## config.mk

```make
export PLATFORM = sky130hd
export DESIGN_NAME = rotor_stepper
export DESIGN_NICKNAME = d
export VERILOG_FILES = /design/src/rtl/enigma_pkg.sv /design/src/rtl/mod26_inc.sv /design/src/rtl/rotor_stepper.sv
export SDC_FILE = /design/constraint.sdc
export NUM_CORES = 1
export LEC_CHECK = 0
export BUFFER_PORTS_ARGS = -buffer_cell sky130_fd_sc_hd__clkbuf_2
export CAP_MARGIN = 15
export CORE_MARGIN = 5
export CORE_UTILIZATION = 30
export DETAILED_ROUTE_END_ITERATION = 12
export PLACE_DENSITY_LB_ADDON = 0.08
export REMOVE_ABC_BUFFERS = 1
export SETUP_SLACK_MARGIN = 0.3
export SYNTH_ARGS = -nofsm -noshare
export SYNTH_HDL_FRONTEND = slang
export SYNTH_SLANG_ARGS = --single-unit
```

## constraint.sdc

```tcl
create_clock -name clk -period 1.97 [get_ports clk]
set_input_delay 0.197 -clock clk [delete_from_list [all_inputs] [get_ports clk]]
set_output_delay 0.197 -clock clk [all_outputs]
set_load 0.01 [all_outputs]
```

## src/rtl/enigma_pkg.sv

```systemverilog
// Shared types and constants for the Enigma front-end stepper.
// Letter width, alphabet size, state encoding and default notches.
package enigma_pkg;

  localparam int LETTER_W = 5;
  localparam int ALPHA    = 26;

  typedef logic [LETTER_W-1:0] letter_t;

  localparam letter_t LAST_LETTER = letter_t'(ALPHA - 1);
  localparam letter_t NOTCH1_DEF  = 5'd16;
  localparam letter_t NOTCH2_DEF  = 5'd4;

  typedef enum logic [1:0] {
    ST_IDLE,
    ST_STEP,
    ST_ISSUE
  } state_e;

  // Out-of-alphabet load values collapse to position 0.
  function automatic letter_t clamp_pos(input letter_t v);
    return (v > LAST_LETTER) ? '0 : v;
  endfunction

endpackage

```

## src/rtl/mod26_inc.sv

```systemverilog
// Combinational rotor increment with 25 -> 0 wrap.
// Ports: in_i position, en_i step enable, out_o next position.
module mod26_inc
  import enigma_pkg::*;
(
  input  letter_t in_i,
  input  logic    en_i,
  output letter_t out_o
);

  assign out_o = !en_i                 ? in_i :
                 (in_i == LAST_LETTER) ? '0   :
                 in_i + 5'd1;

endmodule

```

## src/rtl/rotor_stepper.sv

```systemverilog
// Enigma keypress front-end: steps r1/r2/r3, presents letter to core.
// Ports: clk, reset (sync, high), key_valid/key_code/key_ready/key_err,
// load/load_r1..r3, enc_in, r1..r3, enc_valid/enc_ready.
// Build macro: DOUBLE_STEP_EN selects the Enigma double-step of r2;
// without it the rotors behave as a pure odometer.
module rotor_stepper
  import enigma_pkg::*;
#(
  parameter letter_t NOTCH1 = NOTCH1_DEF,
  parameter letter_t NOTCH2 = NOTCH2_DEF
) (
  input  logic    clk,
  input  logic    reset,
  input  logic    key_valid,
  input  letter_t key_code,
  output logic    key_ready,
  output logic    key_err,
  input  logic    load,
  input  letter_t load_r1,
  input  letter_t load_r2,
  input  letter_t load_r3,
  output letter_t enc_in,
  output letter_t r1,
  output letter_t r2,
  output letter_t r3,
  output logic    enc_valid,
  input  logic    enc_ready
);

  state_e  state_q;
  letter_t r1_q, r2_q, r3_q;
  letter_t r1_d, r2_d, r3_d;
  letter_t enc_q;
  logic    enc_valid_q;
  logic    key_err_q;

  logic s2, d;
  logic en2, en3;

  assign s2 = (r1_q == NOTCH1);
  assign d  = (r2_q == NOTCH2);

`ifdef DOUBLE_STEP_EN
  assign en2 = s2 | d;
  assign en3 = d;
`else
  assign en2 = s2;
  assign en3 = s2 & d;
`endif

  mod26_inc u_inc1 (
    .in_i  (r1_q),
    .en_i  (1'b1),
    .out_o (r1_d)
  );

  mod26_inc u_inc2 (
    .in_i  (r2_q),
    .en_i  (en2),
    .out_o (r2_d)
  );

  mod26_inc u_inc3 (
    .in_i  (r3_q),
    .en_i  (en3),
    .out_o (r3_d)
  );

  always_ff @(posedge clk) begin
    if (reset) begin
      state_q     <= ST_IDLE;
      r1_q        <= '0;
      r2_q        <= '0;
      r3_q        <= '0;
      enc_q       <= '0;
      enc_valid_q <= 1'b0;
      key_err_q   <= 1'b0;
    end else begin
      key_err_q <= 1'b0;
      unique case (state_q)
        ST_IDLE: begin
          if (load) begin
            r1_q <= clamp_pos(load_r1);
            r2_q <= clamp_pos(load_r2);
            r3_q <= clamp_pos(load_r3);
          end else if (key_valid) begin
            if (key_code <= LAST_LETTER) begin
              enc_q   <= key_code;
              state_q <= ST_STEP;
            end else begin
              key_err_q <= 1'b1;
            end
          end
        end
        ST_STEP: begin
          r1_q    <= r1_d;
          r2_q    <= r2_d;
          r3_q    <= r3_d;
          state_q <= ST_ISSUE;
        end
        ST_ISSUE: begin
          // First ISSUE cycle raises valid; ready only counts once valid is up.
          if (!enc_valid_q) begin
            enc_valid_q <= 1'b1;
          end else if (enc_ready) begin
            enc_valid_q <= 1'b0;
            state_q     <= ST_IDLE;
          end
        end
        default: begin
          state_q     <= ST_IDLE;
          enc_valid_q <= 1'b0;
        end
      endcase
    end
  end

  assign key_ready = (state_q == ST_IDLE) && !load;
  assign key_err   = key_err_q;
  assign enc_in    = enc_q;
  assign r1        = r1_q;
  assign r2        = r2_q;
  assign r3        = r3_q;
  assign enc_valid = enc_valid_q;

endmodule

```

======== After elaboration in Yosys (flattened, before gate mapping) ========
Cells that the tools add are included.
W data, S select, Z words.
word-level totals
  flip-flop bits (word level) ............. 24
  latch bits .............................. 0
  memory bits (writable) .................. 0
  memory bits (read-only) ................. 0
  input port bits ......................... 25
  memories kept ........................... 0
operators by class
  add/sub/neg operators ................... 3
  multipliers ............................. 0
  div/mod/pow operators ................... 0
  order comparisons ....................... 4
  eq/ne operators ......................... 15
  shift operators ......................... 0
  multiplexer cells ....................... 24
  bitwise operators ....................... 4
  reductions and logical operators ........ 11
operators with widths
  operator               count
  $mux W5                11
  $pmux W5 S2            3
  $eq A5 B5 Y1 const B   4
  $add A5 B1 Y5 const B  3
  $gt A5 B5 Y1 const B   3
  $ne A2 B2 Y1 const B   7
  $mux W2                5
  $pmux W2 S3            1
  $reduce_and A3 Y1      2
  $eq A5 B3 Y1 const B   1
  $le A5 B5 Y1 const B   1
  $reduce_and A5 Y1      1
  $reduce_and A4 Y1      1
  $reduce_or A4 Y1       1
  $mux W1                3
  $not A1 Y1             3
  $eq A2 B1 Y1 const B   1
  $eq A2 B2 Y1 const B   1
  $logic_not A2 Y1       1
  $ne A2 B1 Y1 const B   1
  $pmux W1 S2            1
  $reduce_and A2 Y1      1
  $reduce_bool A2 Y1     1
  $reduce_or A2 Y1       1
  3 further kinds        3

======== Depth between registers and ports, before layout ========
  word-level depth ........................ 5
  gate-level depth with buffers ........... 6
  mapped depth without buffers ............ 6

======== By module ========
A second synthesis with hierarchy kept.
unflattened totals
  cells, all modules ...................... 187
  area total of the unflattened synthesis .. 1,582.8 sq um
modules (own cells, without submodules)
  module         times used  cells each  area an instance (sq um)
  rotor_stepper  1           124         1,106.1
  mod26_inc      3           21          158.9

======== Worst setup path after synthesis ========
Ideal clock, no wire load.
  path type ............................... flip-flop to flip-flop
  from .................................... reg r1_q[0] (netlist: r1[0])
  to ...................................... reg r2_q[0] (netlist: r2[0])
  setup time .............................. 0.095 ns
  arrival time ............................ 1.432 ns
  data required time ...................... 1.875 ns
  slack ................................... 0.443 ns
  cell stages (with the launch flop) ...... 7
  period minus slack after synthesis ...... 1.527 ns
  path through ............................ dfxtp_1 -> inv_1 -> ha_1 -> and4bb_2 -> a21oi_4 -> a21oi_1 -> a221oi_1
between the ends
  cells in the longest elaborated chain, start to end .. 3
ends and longest elaborated chain
  what                         RTL line             source
  start, declared              rotor_stepper.sv:31  letter_t r1_q, r2_q, r3_q;
  start signal, assigned       rotor_stepper.sv:83  r1_q <= clamp_pos(load_r1);
  start signal, assigned       rotor_stepper.sv:96  r1_q <= r1_d;
  $eq A5 B5 Y1                 rotor_stepper.sv:40  assign s2 = (r1_q == NOTCH1);
  $ne A2 B2 Y1 (no line)       --
  $reduce_and A3 Y1 (no line)  --
  end signal, assigned         rotor_stepper.sv:84  r2_q <= clamp_pos(load_r2);
  end signal, assigned         rotor_stepper.sv:97  r2_q <= r2_d;
  end, declared                rotor_stepper.sv:31
No other way between the ends.
A chain may end at the register's enable or synchronous reset.

======== Final worst setup path ========
  from .................................... reg r1_q[0] (netlist: r1[0])
  to ...................................... reg r3_q[1] (netlist: r3[1])
between the ends
  cells in the longest elaborated chain, start to end .. 4
ends and longest elaborated chain
  what                         RTL line             source
  $eq A5 B5 Y1                 rotor_stepper.sv:40
  $and A1 B1 Y1                rotor_stepper.sv:48  assign en3 = s2 & d;
  $ne A2 B1 Y1 (no line)       --
  $reduce_and A3 Y1 (no line)  --
  end signal, assigned         rotor_stepper.sv:85  r3_q <= clamp_pos(load_r3);
  end signal, assigned         rotor_stepper.sv:98  r3_q <= r3_d;
  end, declared                rotor_stepper.sv:31
No other way between the ends.

==> report_table.html <==
<table>
<tr><th>Metric</th><th>Value</th></tr>
<tr><th colspan="2">Critical path</th></tr>
<tr><td>Endpoint class of the critical path</td><td>flop</td></tr>
<tr><td>Number of stages on the worst setup path</td><td>6</td></tr>
<tr><td>Cell seen most often among critical-path stages</td><td>sky130_fd_sc_hd__a211oi_1</td></tr>
<tr><td>Worst-path maximum fanout</td><td>7</td></tr>
<tr><td>Signal arrival time at the worst endpoint</td><td>1760 ps</td></tr>
<tr><td>Critical path's top delay family</td><td>compound AO/OA/AOI/OAI gates</td></tr>
<tr><td>Buf+Inv Stages, Crit Path</td><td>1</td></tr>
<tr><td>Worst-case register-to-register setup slack</td><td>390 ps</td></tr>
<tr><td>Critical path class</td><td>flop to flop</td></tr>
<tr><td>Highest-delay cell along the critical path</td><td>sky130_fd_sc_hd__dfxtp_2</td></tr>
<tr><td>Stage delay of the slowest cell on the critical path</td><td>370 ps</td></tr>
<tr><td>Worst r2r path cells</td><td>6</td></tr>
<tr><td>Worst Setup Start Kind</td><td>flop</td></tr>
<tr><td>Critical path, cell by cell</td><td>inv_1, ha_1, and4bb_2, a31oi_4, a211oi_1, a211oi_1</td></tr>
<tr><td>CP required</td><td>approximately 2200 ps</td></tr>
<tr><th colspan="2">Timing</th></tr>
<tr><td>RSZ-0062 raised after global routing</td><td>yes</td></tr>
<tr><td>Worst rel slew slack</td><td>between 70% and 80%</td></tr>
<tr><td>Fin crit share</td><td>about four fifths</td></tr>
<tr><td>Final setup skew</td><td>around 2.8 ps</td></tr>
<tr><td>Final count of pins violating max slew</td><td>0</td></tr>
<tr><td>Hold WS</td><td>between 150 and 200 ps</td></tr>
<tr><td>Maximum clock frequency</td><td>~630 MHz</td></tr>
<tr><td>Setup Viol. Count Final</td><td>0</td></tr>
<tr><td>Slew at the pin closest to its max-slew limit</td><td>411 ps</td></tr>
<tr><td>Min cycle time layout</td><td>1580 ps</td></tr>
<tr><td>Final count of hold timing violations</td><td>0</td></tr>
<tr><td>Setup TNS</td><td>0 ps</td></tr>
<tr><th colspan="2">Detailed routing</th></tr>
<tr><td>Drt via density</td><td>around 5.2</td></tr>
<tr><td>DRT antenna net count</td><td>0</td></tr>
<tr><td>DRC violation count after routing</td><td>0</td></tr>
<tr><td>Detailed-route via count</td><td>roughly 1400</td></tr>
<tr><td>Number of violations reported at the end of detailed-routing iteration 0</td><td>roughly 110</td></tr>
<tr><td>WL/cell</td><td>about 14 um</td></tr>
<tr><td>Drt pass-1 iters</td><td>4</td></tr>
<tr><td>Total Routed Length</td><td>about 3900 um</td></tr>
<tr><th colspan="2">Synthesis</th></tr>
<tr><td>Post-synthesis cell type count</td><td>46</td></tr>
<tr><td>Cell type with the largest total area after synthesis</td><td>sky130_fd_sc_hd__dfxtp_1</td></tr>
<tr><td>Post-Syn Area</td><td>~1500 um2</td></tr>
<tr><td>Flip-flop cell with the highest count after synthesis</td><td>sky130_fd_sc_hd__dfxtp_1</td></tr>
<tr><td>Seq cells post-synth</td><td>24</td></tr>
<tr><td>Avg Cell Area, Syn</td><td>8.90 um2</td></tr>
<tr><td>Seq/Total Area, Yosys</td><td>between 30 and 40%</td></tr>
<tr><td>Warnings from Yosys</td><td>0</td></tr>
<tr><td>Synth async-reset ratio</td><td>0%</td></tr>
<tr><td>Share of the synthesized area in the top cell type</td><td>roughly a third</td></tr>
<tr><td>Synthesized instance count</td><td>about 160</td></tr>
<tr><td>Synth area leaders</td><td>sky130_fd_sc_hd__dfxtp_1 33%, sky130_fd_sc_hd__ha_1 6.9%, sky130_fd_sc_hd__a221oi_1 4.8%</td></tr>
<tr><td>Number of enable-type register cells in the synthesized netlist</td><td>0</td></tr>
<tr><th colspan="2">Floorplan</th></tr>
<tr><td>Core outline area</td><td>approximately 4700 um2</td></tr>
<tr><td>Die Height</td><td>~80 um</td></tr>
<tr><td>Overall die width</td><td>about 80 um</td></tr>
<tr><td>Initial standard-cell utilization of the core</td><td>between 30% and 40%</td></tr>
<tr><td>Overall die area</td><td>6330 um2</td></tr>
<tr><td>Ports placed on the boundary</td><td>48</td></tr>
<tr><td># rows</td><td>25</td></tr>
<tr><th colspan="2">CTS</th></tr>
<tr><td># clock sinks</td><td>24</td></tr>
<tr><td>TritonCTS clock tree</td><td>done</td></tr>
<tr><td>Post-CTS Hold Buffers</td><td>0</td></tr>
<tr><td>Clock tree root buffer cell</td><td>sky130_fd_sc_hd__clkbuf_8</td></tr>
<tr><td>Later-pin clock latency in the skew report</td><td>around 270 ps</td></tr>
<tr><td>Number of CTS-inserted buffers</td><td>3</td></tr>
<tr><td>Clock transition at the register clock pins on the worst setup and hold paths after CTS</td><td>~90 ps</td></tr>
<tr><td>Max clock buf depth</td><td>2</td></tr>
<tr><td>H-Tree Level Count</td><td>1</td></tr>
<tr><th colspan="2">Power and ir drop</th></tr>
<tr><td>Sequential Power Share</td><td>44.4%</td></tr>
<tr><td>Leakage dissipation</td><td>0.794 nW</td></tr>
<tr><td>Power per cell area</td><td>700 nW/um2</td></tr>
<tr><td>Peak supply drop</td><td>0.277 mV</td></tr>
<tr><td>Clk pwr share</td><td>around a third</td></tr>
<tr><td>Net load switching power</td><td>between 300 and 400 uW</td></tr>
<tr><td>Switching Share</td><td>between 20 and 30%</td></tr>
<tr><td>Internal Pwr Total</td><td>a little over 900 uW</td></tr>
<tr><td>Combinational share of power</td><td>approximately a fifth</td></tr>
<tr><th colspan="2">Global routing</th></tr>
<tr><td>Maximum number of pins on one net before global-route repair</td><td>17</td></tr>
<tr><td>Wire length of the first global-routing pass</td><td>approximately 6600 um</td></tr>
<tr><td>Total gr overflow</td><td>0</td></tr>
<tr><td>Via count of the first global-routing pass</td><td>around 1400</td></tr>
<tr><td>GRT Resource Usage Total</td><td>between 10 and 15%</td></tr>
<tr><td>Initial antenna violation count</td><td>0</td></tr>
<tr><th colspan="2">Worst hold path</th></tr>
<tr><td>Min-delay worst type</td><td>primary input to flop</td></tr>
<tr><td>Worst Hold Depth</td><td>3</td></tr>
<tr><th colspan="2">Placed design</th></tr>
<tr><td>Input/output buffers</td><td>47</td></tr>
<tr><td>Half-perimeter wire length after placement</td><td>approximately 3100 um</td></tr>
<tr><td>Placer Congestion</td><td>about 0.80</td></tr>
<tr><th colspan="2">Cells and area</th></tr>
<tr><td>Layout area overhead</td><td>26.6%</td></tr>
<tr><td>Fraction of final layout cells sized beyond drive strength 1</td><td>roughly 34%</td></tr>
<tr><td>Filler Cell Count</td><td>~500</td></tr>
<tr><td>Net count, final</td><td>between 200 and 250</td></tr>
<tr><td>Final antenna diode count</td><td>0</td></tr>
<tr><th colspan="2">Job</th></tr>
<tr><td>Max-cap violation count</td><td>0</td></tr>
<tr><th colspan="2">Status</th></tr>
<tr><td>Status</td><td>complete, no violations</td></tr>
</table>
-- power by group through the flow --
stage	clock, mW	combinational (mW)	sequential, mW
3_3_place_gp	0	0.271	0.577
5_1_grt	0.475	0.311	0.577
3_5_place_dp	0	0.275	0.579
4_1_cts	0.455	0.275	0.569
2_1_floorplan	0	0.148	0.584
6_report	0.440	0.275	0.570
-- flip-flops by register name, summed over array words and instances, names as in the netlist --
signal,cells
state_q,2
enc_valid,1
r1,5
r2,5
enc_in,5
key_err,1
r3,5
-- synthesized netlist by cell type (2+ instances only) --
cell type,instances
sky130_fd_sc_hd__and3_1,2
sky130_fd_sc_hd__xnor2_1,2
sky130_fd_sc_hd__a211oi_1,6
sky130_fd_sc_hd__nand2_1,4
sky130_fd_sc_hd__nor3b_1,2
sky130_fd_sc_hd__nor2_1,16
sky130_fd_sc_hd__a221oi_1,8
sky130_fd_sc_hd__o211ai_1,2
sky130_fd_sc_hd__a31oi_1,3
sky130_fd_sc_hd__o21ai_0,7
sky130_fd_sc_hd__nand2b_1,3
sky130_fd_sc_hd__clkbuf_1,4
sky130_fd_sc_hd__o21a_1,2
sky130_fd_sc_hd__and4b_1,3
sky130_fd_sc_hd__o21ai_1,3
sky130_fd_sc_hd__inv_1,8
sky130_fd_sc_hd__nor3_1,9
sky130_fd_sc_hd__ha_1,8
sky130_fd_sc_hd__and4bb_2,2
sky130_fd_sc_hd__nand3_1,8
sky130_fd_sc_hd__dfxtp_1,24
sky130_fd_sc_hd__nor3_2,2
sky130_fd_sc_hd__mux2i_1,3
sky130_fd_sc_hd__buf_4,2
sky130_fd_sc_hd__a21oi_1,9
-- worst paths after layout --
kind,start,endpoint
worst max register to register,r1[0],r3[1]
worst max-delay path,r1[0],r3[1]
worst min register to register,enc_in[0],enc_in[0]
worst min-delay path,key_code[0],enc_in[0]
-- cell families (layout without fill, tap and decap cells) --
logic type | after synthesis | after routing | synth area share [%]
xor+xnor | 3 | 3 | 1.81
fa+ha+maj | 8 | 8 | 6.90
compound gates | 52 | 52 | 27.0
flops | 24 | 24 | 33.1
simple gates | 58 | 58 | 24.2
mux | 3 | 3 | 2.07
buf+inv | 15 | 62 | 4.91
-- metal layers --
metal / GRT usage (%) / routed length, um
met5: 0 / 0
met1: 16.7 / 1820
met3: 2.82 / 200
met4: 4.30 / 31
met2: 20.6 / 1860
-- cells in the final DEF, fill, tap and decap left out, types with 2 or more instances in the layout --
| cell type | instances |
|---|---|
| sky130_fd_sc_hd__a211oi_1 | 6 |
| sky130_fd_sc_hd__dfxtp_2 | 4 |
| sky130_fd_sc_hd__xnor2_1 | 2 |
| sky130_fd_sc_hd__o211ai_1 | 2 |
| sky130_fd_sc_hd__o21ai_1 | 3 |
| sky130_fd_sc_hd__a221oi_1 | 7 |
| sky130_fd_sc_hd__dfxtp_1 | 20 |
| sky130_fd_sc_hd__clkbuf_2 | 47 |
| sky130_fd_sc_hd__nand2_1 | 4 |
| sky130_fd_sc_hd__ha_1 | 8 |
| sky130_fd_sc_hd__o21a_1 | 2 |
| sky130_fd_sc_hd__nand2b_1 | 2 |
| sky130_fd_sc_hd__and4b_1 | 3 |
| sky130_fd_sc_hd__nor3_2 | 2 |
| sky130_fd_sc_hd__inv_1 | 8 |
| sky130_fd_sc_hd__clkbuf_8 | 3 |
| sky130_fd_sc_hd__nor3_1 | 9 |
| sky130_fd_sc_hd__a21oi_1 | 9 |
| sky130_fd_sc_hd__buf_4 | 3 |
| sky130_fd_sc_hd__and3_1 | 2 |
| sky130_fd_sc_hd__nor2_1 | 16 |
| sky130_fd_sc_hd__nand3_1 | 8 |
| sky130_fd_sc_hd__and4bb_2 | 2 |
| sky130_fd_sc_hd__nor3b_1 | 2 |
| sky130_fd_sc_hd__a31oi_1 | 3 |
| sky130_fd_sc_hd__mux2i_1 | 3 |
| sky130_fd_sc_hd__o21ai_0 | 7 |
-- per-stage QoR --
step                worst slack (ps)  total power, mW  instance area [um2]  util, %  instances
CTS                              309             1.30                 1820     38.6        277
finish                           394             1.29                 1840     38.9        277
floorplan                        281            0.732                 1410        -        156
detailed placement               294            0.854                 1750     37.1        273
global route                     289             1.36                 1840     38.9        277
global placement                 395            0.848                 1750     37.1        273
-- layout make-up --
class | count | area (um2) | share of cell area, %
inverters | 8 | 30.0 | 1.63
flip-flops and latches | 24 | 485 | 26.4
repair buffers | 50 | 258 | 14.0
clock buffers | 3 | 41.3 | 2.25
multi-input cells | 124 | 908 | 49.5
well taps | 67 | 83.8 | 4.56
clock inverters | 1 | 30.0 | 1.63
-- tightest hold or removal path: stages --
cell and delay (ps):
sky130_fd_sc_hd__clkbuf_2 80, sky130_fd_sc_hd__mux2i_1 50, sky130_fd_sc_hd__nor2_1 70
-- repair_timing --
action	CTS	global route
resized for setup	1	5
setup buffers	0	0
pin swaps	0	2
endpoints found under the setup margin	1	9
Power figures use the tool's default switching activity.
